File: config.mk
export PLATFORM = sky130hd
export DESIGN_NAME = alu_divider
export DESIGN_NICKNAME = d
export VERILOG_FILES = /design/src/rtl/alu_divider_pkg.sv /design/src/rtl/alu_divider_div_step.sv /design/src/rtl/alu_divider.sv
export SDC_FILE = /design/constraint.sdc
export NUM_CORES = 1
export LEC_CHECK = 0
export CAP_MARGIN = 30
export CORE_MARGIN = 2
export CORE_UTILIZATION = 32
export CTS_BUF_LIST = sky130_fd_sc_hd__clkbuf_8
export CTS_CLUSTER_DIAMETER = 120
export CTS_CLUSTER_SIZE = 16
export DETAILED_ROUTE_END_ITERATION = 16
export HOLD_SLACK_MARGIN = 0.06
export PLACE_DENSITY = 0.63
export SYNTH_ARGS = -nofsm -noshare
export SYNTH_HDL_FRONTEND = slang
export SYNTH_SLANG_ARGS = --single-unit
File: constraint.sdc
create_clock -name clk -period 5.7 [get_ports clk]
set_input_delay 0.57 -clock clk [delete_from_list [all_inputs] [get_ports clk]]
set_output_delay 0.57 -clock clk [all_outputs]
set_load 0.02 [all_outputs]
File: src/rtl/alu_divider_pkg.sv
// alu_divider_pkg: shared function codes, default width and divider state encoding
package alu_divider_pkg;
  localparam int DIV_WIDTH = 32;
  localparam logic [5:0] FC_ADD = 6'd32;
  localparam logic [5:0] FC_SUB = 6'd34;
  localparam logic [5:0] FC_AND = 6'd36;
  localparam logic [5:0] FC_OR = 6'd37;
  localparam logic [5:0] FC_SLT = 6'd42;
  localparam logic [5:0] FC_DIVU = 6'b011011;
  localparam logic [1:0] S_IDLE = 2'd0;
  localparam logic [1:0] S_RUN = 2'd1;
  localparam logic [1:0] S_DONE = 2'd2;
endpackage

File: src/rtl/alu_divider_div_step.sv
// alu_divider_div_step: one restoring shift-subtract step, shifted-out remainder bit kept as the carry bit
module alu_divider_div_step
  import alu_divider_pkg::*;
#(
  parameter int WIDTH = DIV_WIDTH
) (
  input  logic [WIDTH-1:0] i_rem,
  input  logic [WIDTH-1:0] i_quo,
  input  logic [WIDTH-1:0] i_div,
  output logic [WIDTH-1:0] o_rem,
  output logic [WIDTH-1:0] o_quo
);
  logic [WIDTH:0] w_sh;
  logic [WIDTH:0] w_trial;
  assign w_sh = {i_rem, i_quo[WIDTH-1]};
  assign w_trial = w_sh - {1'b0, i_div};
  assign o_rem = w_trial[WIDTH] ? w_sh[WIDTH-1:0] : w_trial[WIDTH-1:0];
  assign o_quo = {i_quo[WIDTH-2:0], ~w_trial[WIDTH]};
endmodule

File: src/rtl/alu_divider.sv
// alu_divider: iterative unsigned divider, one quotient bit per clock, result {rem, quo}
module alu_divider
  import alu_divider_pkg::*;
#(
  parameter int WIDTH = DIV_WIDTH,
  parameter logic [5:0] DIVU = FC_DIVU
) (
  input  logic               clk,
  input  logic               reset,
  input  logic [WIDTH-1:0]   dataA,
  input  logic [WIDTH-1:0]   dataB,
  input  logic [5:0]         Signal,
  output logic [2*WIDTH-1:0] dataOut,
  output logic               busy,
  output logic               done,
  output logic               div_zero
);
  localparam int CW = $clog2(WIDTH);
  logic [1:0] r_state;
  logic [CW-1:0] r_count;
  logic [WIDTH-1:0] r_rem;
  logic [WIDTH-1:0] r_quo;
  logic [WIDTH-1:0] r_div;
  logic [WIDTH-1:0] w_rem;
  logic [WIDTH-1:0] w_quo;
  alu_divider_div_step #(.WIDTH(WIDTH)) u_step (
    .i_rem(r_rem),
    .i_quo(r_quo),
    .i_div(r_div),
    .o_rem(w_rem),
    .o_quo(w_quo)
  );
  assign busy = r_state == S_RUN;
  assign done = r_state == S_DONE;
  always_ff @(posedge clk)
    if (reset) begin
      r_state <= S_IDLE;
      r_count <= '0;
      r_rem <= '0;
      r_quo <= '0;
      r_div <= '0;
      dataOut <= '0;
      div_zero <= 1'b0;
    end else if (r_state == S_IDLE) begin
      if (Signal == DIVU && dataB == '0) begin
        r_state <= S_DONE;
        dataOut <= {dataA, {WIDTH{1'b1}}};
        div_zero <= 1'b1;
      end else if (Signal == DIVU) begin
        r_state <= S_RUN;
        r_div <= dataB;
        r_rem <= '0;
        r_quo <= dataA;
        r_count <= '0;
      end
    end else if (r_state == S_RUN) begin
      r_rem <= w_rem;
      r_quo <= w_quo;
      r_count <= r_count + 1'b1;
      if (r_count == CW'(WIDTH - 1)) begin
        dataOut <= {w_rem, w_quo};
        div_zero <= 1'b0;
        r_state <= S_DONE;
      end
    end else
      r_state <= S_IDLE;
endmodule

# --- Yosys cells after proc, flatten, opt, wreduce, memory -nomap -nowiden ---
# Index checks and enable logic that the tools add are counted.
op_classes:
  eq_ne: 9
  n_mux: 26
  bitwise: 2
  reduce_logical: 9
  n_addsub: 2
ops:
  columns: ["op", "count"]
  rows:
  - ["32-bit 2-to-1 mux", 9]
  - ["64-bit 2-to-1 mux", 4]
  - ["33-bit by 32-bit subtractor with 33-bit output", 1]
  - ["32-bit zero test", 1]
  - ["5-bit 2-to-1 mux", 4]
  - ["2-bit 2-to-1 mux", 5]
  - ["3-bit AND reduction", 3]
  - ["6-bit by 5-bit == test with 1-bit output, second input constant", 1]
  - ["3-bit by 1-bit inequality test with 1-bit output, second input constant", 2]
  - ["5-bit by 1-bit adder with 5-bit output, second input constant", 1]
  - ["5-bit == test, second input constant", 1]
  - ["1-bit 2-to-1 mux", 4]
  - ["2-bit by 1-bit inequality test with 1-bit output, second input constant", 2]
  - ["2-bit nonzero test", 2]
  - ["2-bit by 1-bit == test with 1-bit output, second input constant", 1]
  - ["2-bit == test, second input constant", 1]
  - ["2-bit zero test", 1]
  - ["2-bit inequality test, second input constant", 1]
  - ["1-bit NOT", 2]
  - ["2-bit AND reduction", 1]
  - ["1-bit logical AND", 1]
totals:
  inputBits: 72
  wordCells: 55
  regBits: 168
  output_inout_bits: 67

# --- Depth between registers and ports, before layout ---
logic_depth:
  ltp_word: 5
  ltp_mapped: 15
  depth_no_buf: 12

# --- Modules after synthesis ---
# A second synthesis with hierarchy kept.
unflattened:
  hier_cells: 1367
  hier_area_um2: 11387.2
by_module_without_submodules:
  columns: ["module", "n_inst", "cells_per_inst", "seq_area_each_um2", "area_each_um2"]
  rows:
  - ["alu_divider", 1, 1031, 3363.2, 8795.9]
  - ["alu_divider_div_step", 1, 336, 0.0, 2591.2]

# --- Least setup slack after synthesis ---
# Ideal clock, no wire load.
synth_path:
  path_type: "register to register"
  start: "reg r_quo[31]"
  end: "reg dataOut[38]"
  setup_time_ps: 67
  setup_slack_ps: 2753
  t_arrival_ps: 2880
  stages_incl_launch_ff: 15
  n_path_buf: 2
  path_cell_list: "dfxtp_1 inv_1 ha_1 inv_1 fa_1 a21o_1 a221o_1 and4_1 o21ai_1 nand3_1 and3_1 buf_2 buf_6 mux2_4 o21ai_2"
synth_between:
  elab_chain_len: 5
synth_rtl:
  columns: ["element", "line_no", "text"]
  rows:
  - ["start, declared", "alu_divider.sv:22", "logic [WIDTH-1:0] r_quo;"]
  - ["start signal, assigned", "alu_divider.sv:53", "r_quo <= dataA;"]
  - ["start signal, assigned", "alu_divider.sv:58", "r_quo <= w_quo;"]
  - ["33-bit by 32-bit subtractor with 33-bit output", "alu_divider_div_step.sv:16", "assign w_trial = w_sh - {1'b0, i_div};"]
  - ["32-bit 2-to-1 mux", "alu_divider_div_step.sv:17", "assign o_rem = w_trial[WIDTH] ? w_sh[WIDTH-1:0] : w_trial[WIDTH-1:0];"]
  - ["64-bit 2-to-1 mux", "alu_divider.sv:60", "if (r_count == CW'(WIDTH - 1)) begin"]
  - ["64-bit 2-to-1 mux", "alu_divider.sv:56", "end else if (r_state == S_RUN) begin"]
  - ["64-bit 2-to-1 mux", "alu_divider.sv:44", "end else if (r_state == S_IDLE) begin"]
  - ["end signal, assigned", "alu_divider.sv:47", "dataOut <= {dataA, {WIDTH{1'b1}}};"]
  - ["end signal, assigned", "alu_divider.sv:61", "dataOut <= {w_rem, w_quo};"]
  - ["end, declared", "alu_divider.sv:13", "output logic [2*WIDTH-1:0] dataOut,"]
# Every way passes these cells. The select of a mux whose other input is x is not followed.
# A chain may end at the register's enable or synchronous reset.

# --- Worst setup path after layout ---
layout_path:
  start: "in Signal[4]"
  end: "reg dataOut[63]"
layout_between:
  elab_chain_len: 4
layout_rtl:
  columns: ["element", "line_no", "text"]
  rows:
  - ["start, declared", "alu_divider.sv:12", "input logic [5:0] Signal,"]
  - ["6-bit by 5-bit == test with 1-bit output", "alu_divider.sv:45", "if (Signal == DIVU && dataB == '0) begin"]
  - ["1-bit logical AND", "alu_divider.sv:45", null]
  - ["2-bit by 1-bit inequality test with 1-bit output (no line)", null, null]
  - ["3-bit AND reduction (no line)", null, null]
# Every way passes these cells.

==> metrics <==
run status finished clean; Routed WL 26430 um; FF-to-FF Start r_quo[31]$_SDFFE_PP0P_; power per cell area 225.0 nW/um2; total global-route track usage 0.1805; cells along the critical path clkdlybuf4s50_1 -> nor4bb_1 -> nand3_1 -> nor4_1 -> and2_1 -> buf_4 -> or2_2 -> o21ai_0 -> a221o_1 -> a31oi_1; crit path kind input pin to flip-flop; Post CTS Setup Buffer Count 0; Rows 60; Synthesized Nets 1239; leftover overflow at the end of global routing 0; final setup violation count 0; reg-to-reg critical path endpoint dataOut[58]$_SDFFE_PP0P_; highest clock frequency the design can meet 0.2736 GHz; average wire per standard cell 16.84 um; required arrival time at the worst endpoint 6090 ps; maximum number of pins on one net before global-route repair 69; number of max-slew violations in the final report 0; proportion of synthesized chip area in sequential cells 0.3823; remaining antenna violation count after routing 0; height of the chip 169.8 um; Resized Gates After CTS 0; leading cell types in the layout, fill and taps excluded 193 x nand2_1, 168 x dfxtp_1, 137 x clkdlybuf4s50_1; synthesis-to-layout area growth 23.30%; buffer depth of the longest clock path 2; number of antenna violations at the first check in global routing 0; number of buffers added by the clock tree synthesis step 17; number of I/O port buffers 138; most common library cell in the layout ignoring fill and taps nand2_1; area share of the largest cell type after synthesis 0.3823; setup slack of the most critical reg-to-reg path 2110 ps; violation count after the first detailed-routing iteration 640; number of maximum-capacitance violations 0; count of boundary I/O pins 139; count of hold-fix buffers inserted at cts 0; total number of vias 8363; unrepaired setup endpoints after global routing no; Min-Delay Startpoint r_div[10]$_SDFFE_PP0P_; detailed placer's ending HPWL 19570 um; hold path depth 2; Core Region 26950 um2; Overall Power 0.002440 W; worst-path maximum fanout 34; Lkg Pwr 4.139 nW; Root Driver clkbuf_8; Critical Path Source Type input pin; vias per std cell 5.327; synthesized area 8797 um2; family with the most delay on the worst path simple AND/OR/NAND/NOR gates; final net count 1323; CTS Sinks 168; post-synth top area cell dfxtp_1; die area 28830 um2; end point of the most critical hold path r_div[10]$_SDFFE_PP0P_; Post-synth ARST share 0; Slowest cell on crit path nor4_1; clock insertion delay at the later pin of the skew report 470 ps; Worst Setup Slack, final 2046 ps; # fillers 2713; clock-pin slew of the registers on the worst-case setup and hold paths 90 ps; hold violation count in the final report 0; largest stage delay on the critical path 800 ps; clk_skew 12.42 ps; post-layout min period 3654 ps; initial core utilization 0.3264; Die Span X 169.8 um; crit path DAT 4050 ps; fraction of layout instances using a drive strength above 1 0.05452; mean instance size in the synthesized netlist 7.771 um2; global-route wire length before repair 41230 um; TritonCTS clock tree built; routability cong. 0.9220; Max VDD drop 0.1850 mV; Crit. End Element flip-flop; diodes inserted 0; cells on worst reg2reg path 12; post-detailed-route DRC marker count 0; number of global-route vias before repair 7550; pin slew with the least headroom to its limit 1004 ps; H-Tree Level Count 4; unique cell type count in the Yosys netlist 61; gate count after technology mapping 1132; total of flip-flops plus latches after synthesis 168; Yosys warnings 0; detailed-router iteration count before antenna repair 5; share of the cycle needed by the critical path after routing 0.6411; Main synth FF type dfxtp_1; biggest area contributors in the synthesized netlist dfxtp_1 38%, nand2_1 8.2%, ha_1 4.8%; max_slew headroom 0.3294; EDFF count, synth 0; placement-stage worst setup slack 1571 ps; total buffers and inverters traversed by the critical path 2; final total negative setup slack 0 ps; class of the worst hold path flip-flop to flip-flop
==> cells in the mapped netlist (11+ instances only) <==
cell type and count:
a211oi_1 11, a21o_1 16, a21oi_1 64, a311oi_1 35
a31oi_1 43, and4_1 20, clkbuf_1 78, dfxtp_1 168
ha_1 34, inv_1 48, mux2i_1 21, nand2_1 193
nand3_1 16, nor2_1 99, nor3_1 74, nor4_1 13
o21ai_0 69, xnor2_1 22
==> layer usage <==
metal	vias up	GRT usage	part of all wire
li1	4205	-	-
met1	3874	0.2637	0.50
met2	256	0.2719	0.43
met3	28	0.03545	0.060
met4	0	0.04385	0.014
met5	-	0	0
==> registers in the layout (all words and copies together) (netlist names) <==
name,flops
dataOut,64
div_zero,1
r_count,5
r_div,32
r_quo,32
r_rem,32
r_state,2
==> stage by stage <==
stage | hold WS (ps) | area [um2] | util | std cells
floorplan | 436.3 | 8797 | - | 1132
detailed placement | 447.5 | 10400 | 0.3857 | 1537
global route | 473.3 | 10850 | 0.4025 | 1570
global placement | 443.0 | 10340 | 0.3837 | 1535
CTS | 460.1 | 10830 | 0.4017 | 1569
finish | 457.3 | 10850 | 0.4025 | 1570
==> report_power, final <==
group          switching (W)  internal (W)  total (W)
sequential        0.00000704       0.00118    0.00119
combinational       0.000180      0.000136   0.000316
clock               0.000480      0.000455   0.000935
==> final cells by class <==
type                    instances  area, um2  share of cell area
repair buffers                150       1521              0.1403
multi-input cells             831       4925              0.4540
inverters                      48      180.2             0.01661
clock buffers                  18      247.7             0.02284
well taps                     341      426.7             0.03934
clock inverters                14      182.7             0.01684
flip-flops and latches        168       3363              0.3101
==> worst min-delay path, cell delays in order, from the launching register on <==
cell	delay (ps)
dfxtp_1	320
nand2_1	50
a21oi_1	50
==> cells by family (layout without fill, tap and decap cells) <==
kind of cell | Yosys count | after routing | synth area share
fa+ha+maj | 35 | 35 | 0.05063
simple gates | 462 | 462 | 0.2421
compound gates | 281 | 281 | 0.2085
flops | 168 | 168 | 0.3823
xor+xnor | 30 | 30 | 0.02987
buf+inv | 133 | 230 | 0.05973
mux | 23 | 23 | 0.02688
==> how the worst max path moves through the flow <==
stage	to	from	depth (start not counted)
2_1_floorplan	dataOut[38]$_SDFFE_PP0P_	r_quo[31]$_SDFFE_PP0P_	14
3_3_place_gp	dataOut[63]$_SDFFE_PP0P_	Signal[4]	10
3_5_place_dp	dataOut[63]$_SDFFE_PP0P_	dataB[1]	10
4_1_cts	r_rem[0]$_SDFFE_PP0P_	r_quo[31]$_SDFFE_PP0P_	12
5_1_grt	dataOut[63]$_SDFFE_PP0P_	dataB[1]	10
6_report	dataOut[63]$_SDFFE_PP0P_	Signal[4]	10
Power figures use the tool's default switching activity.
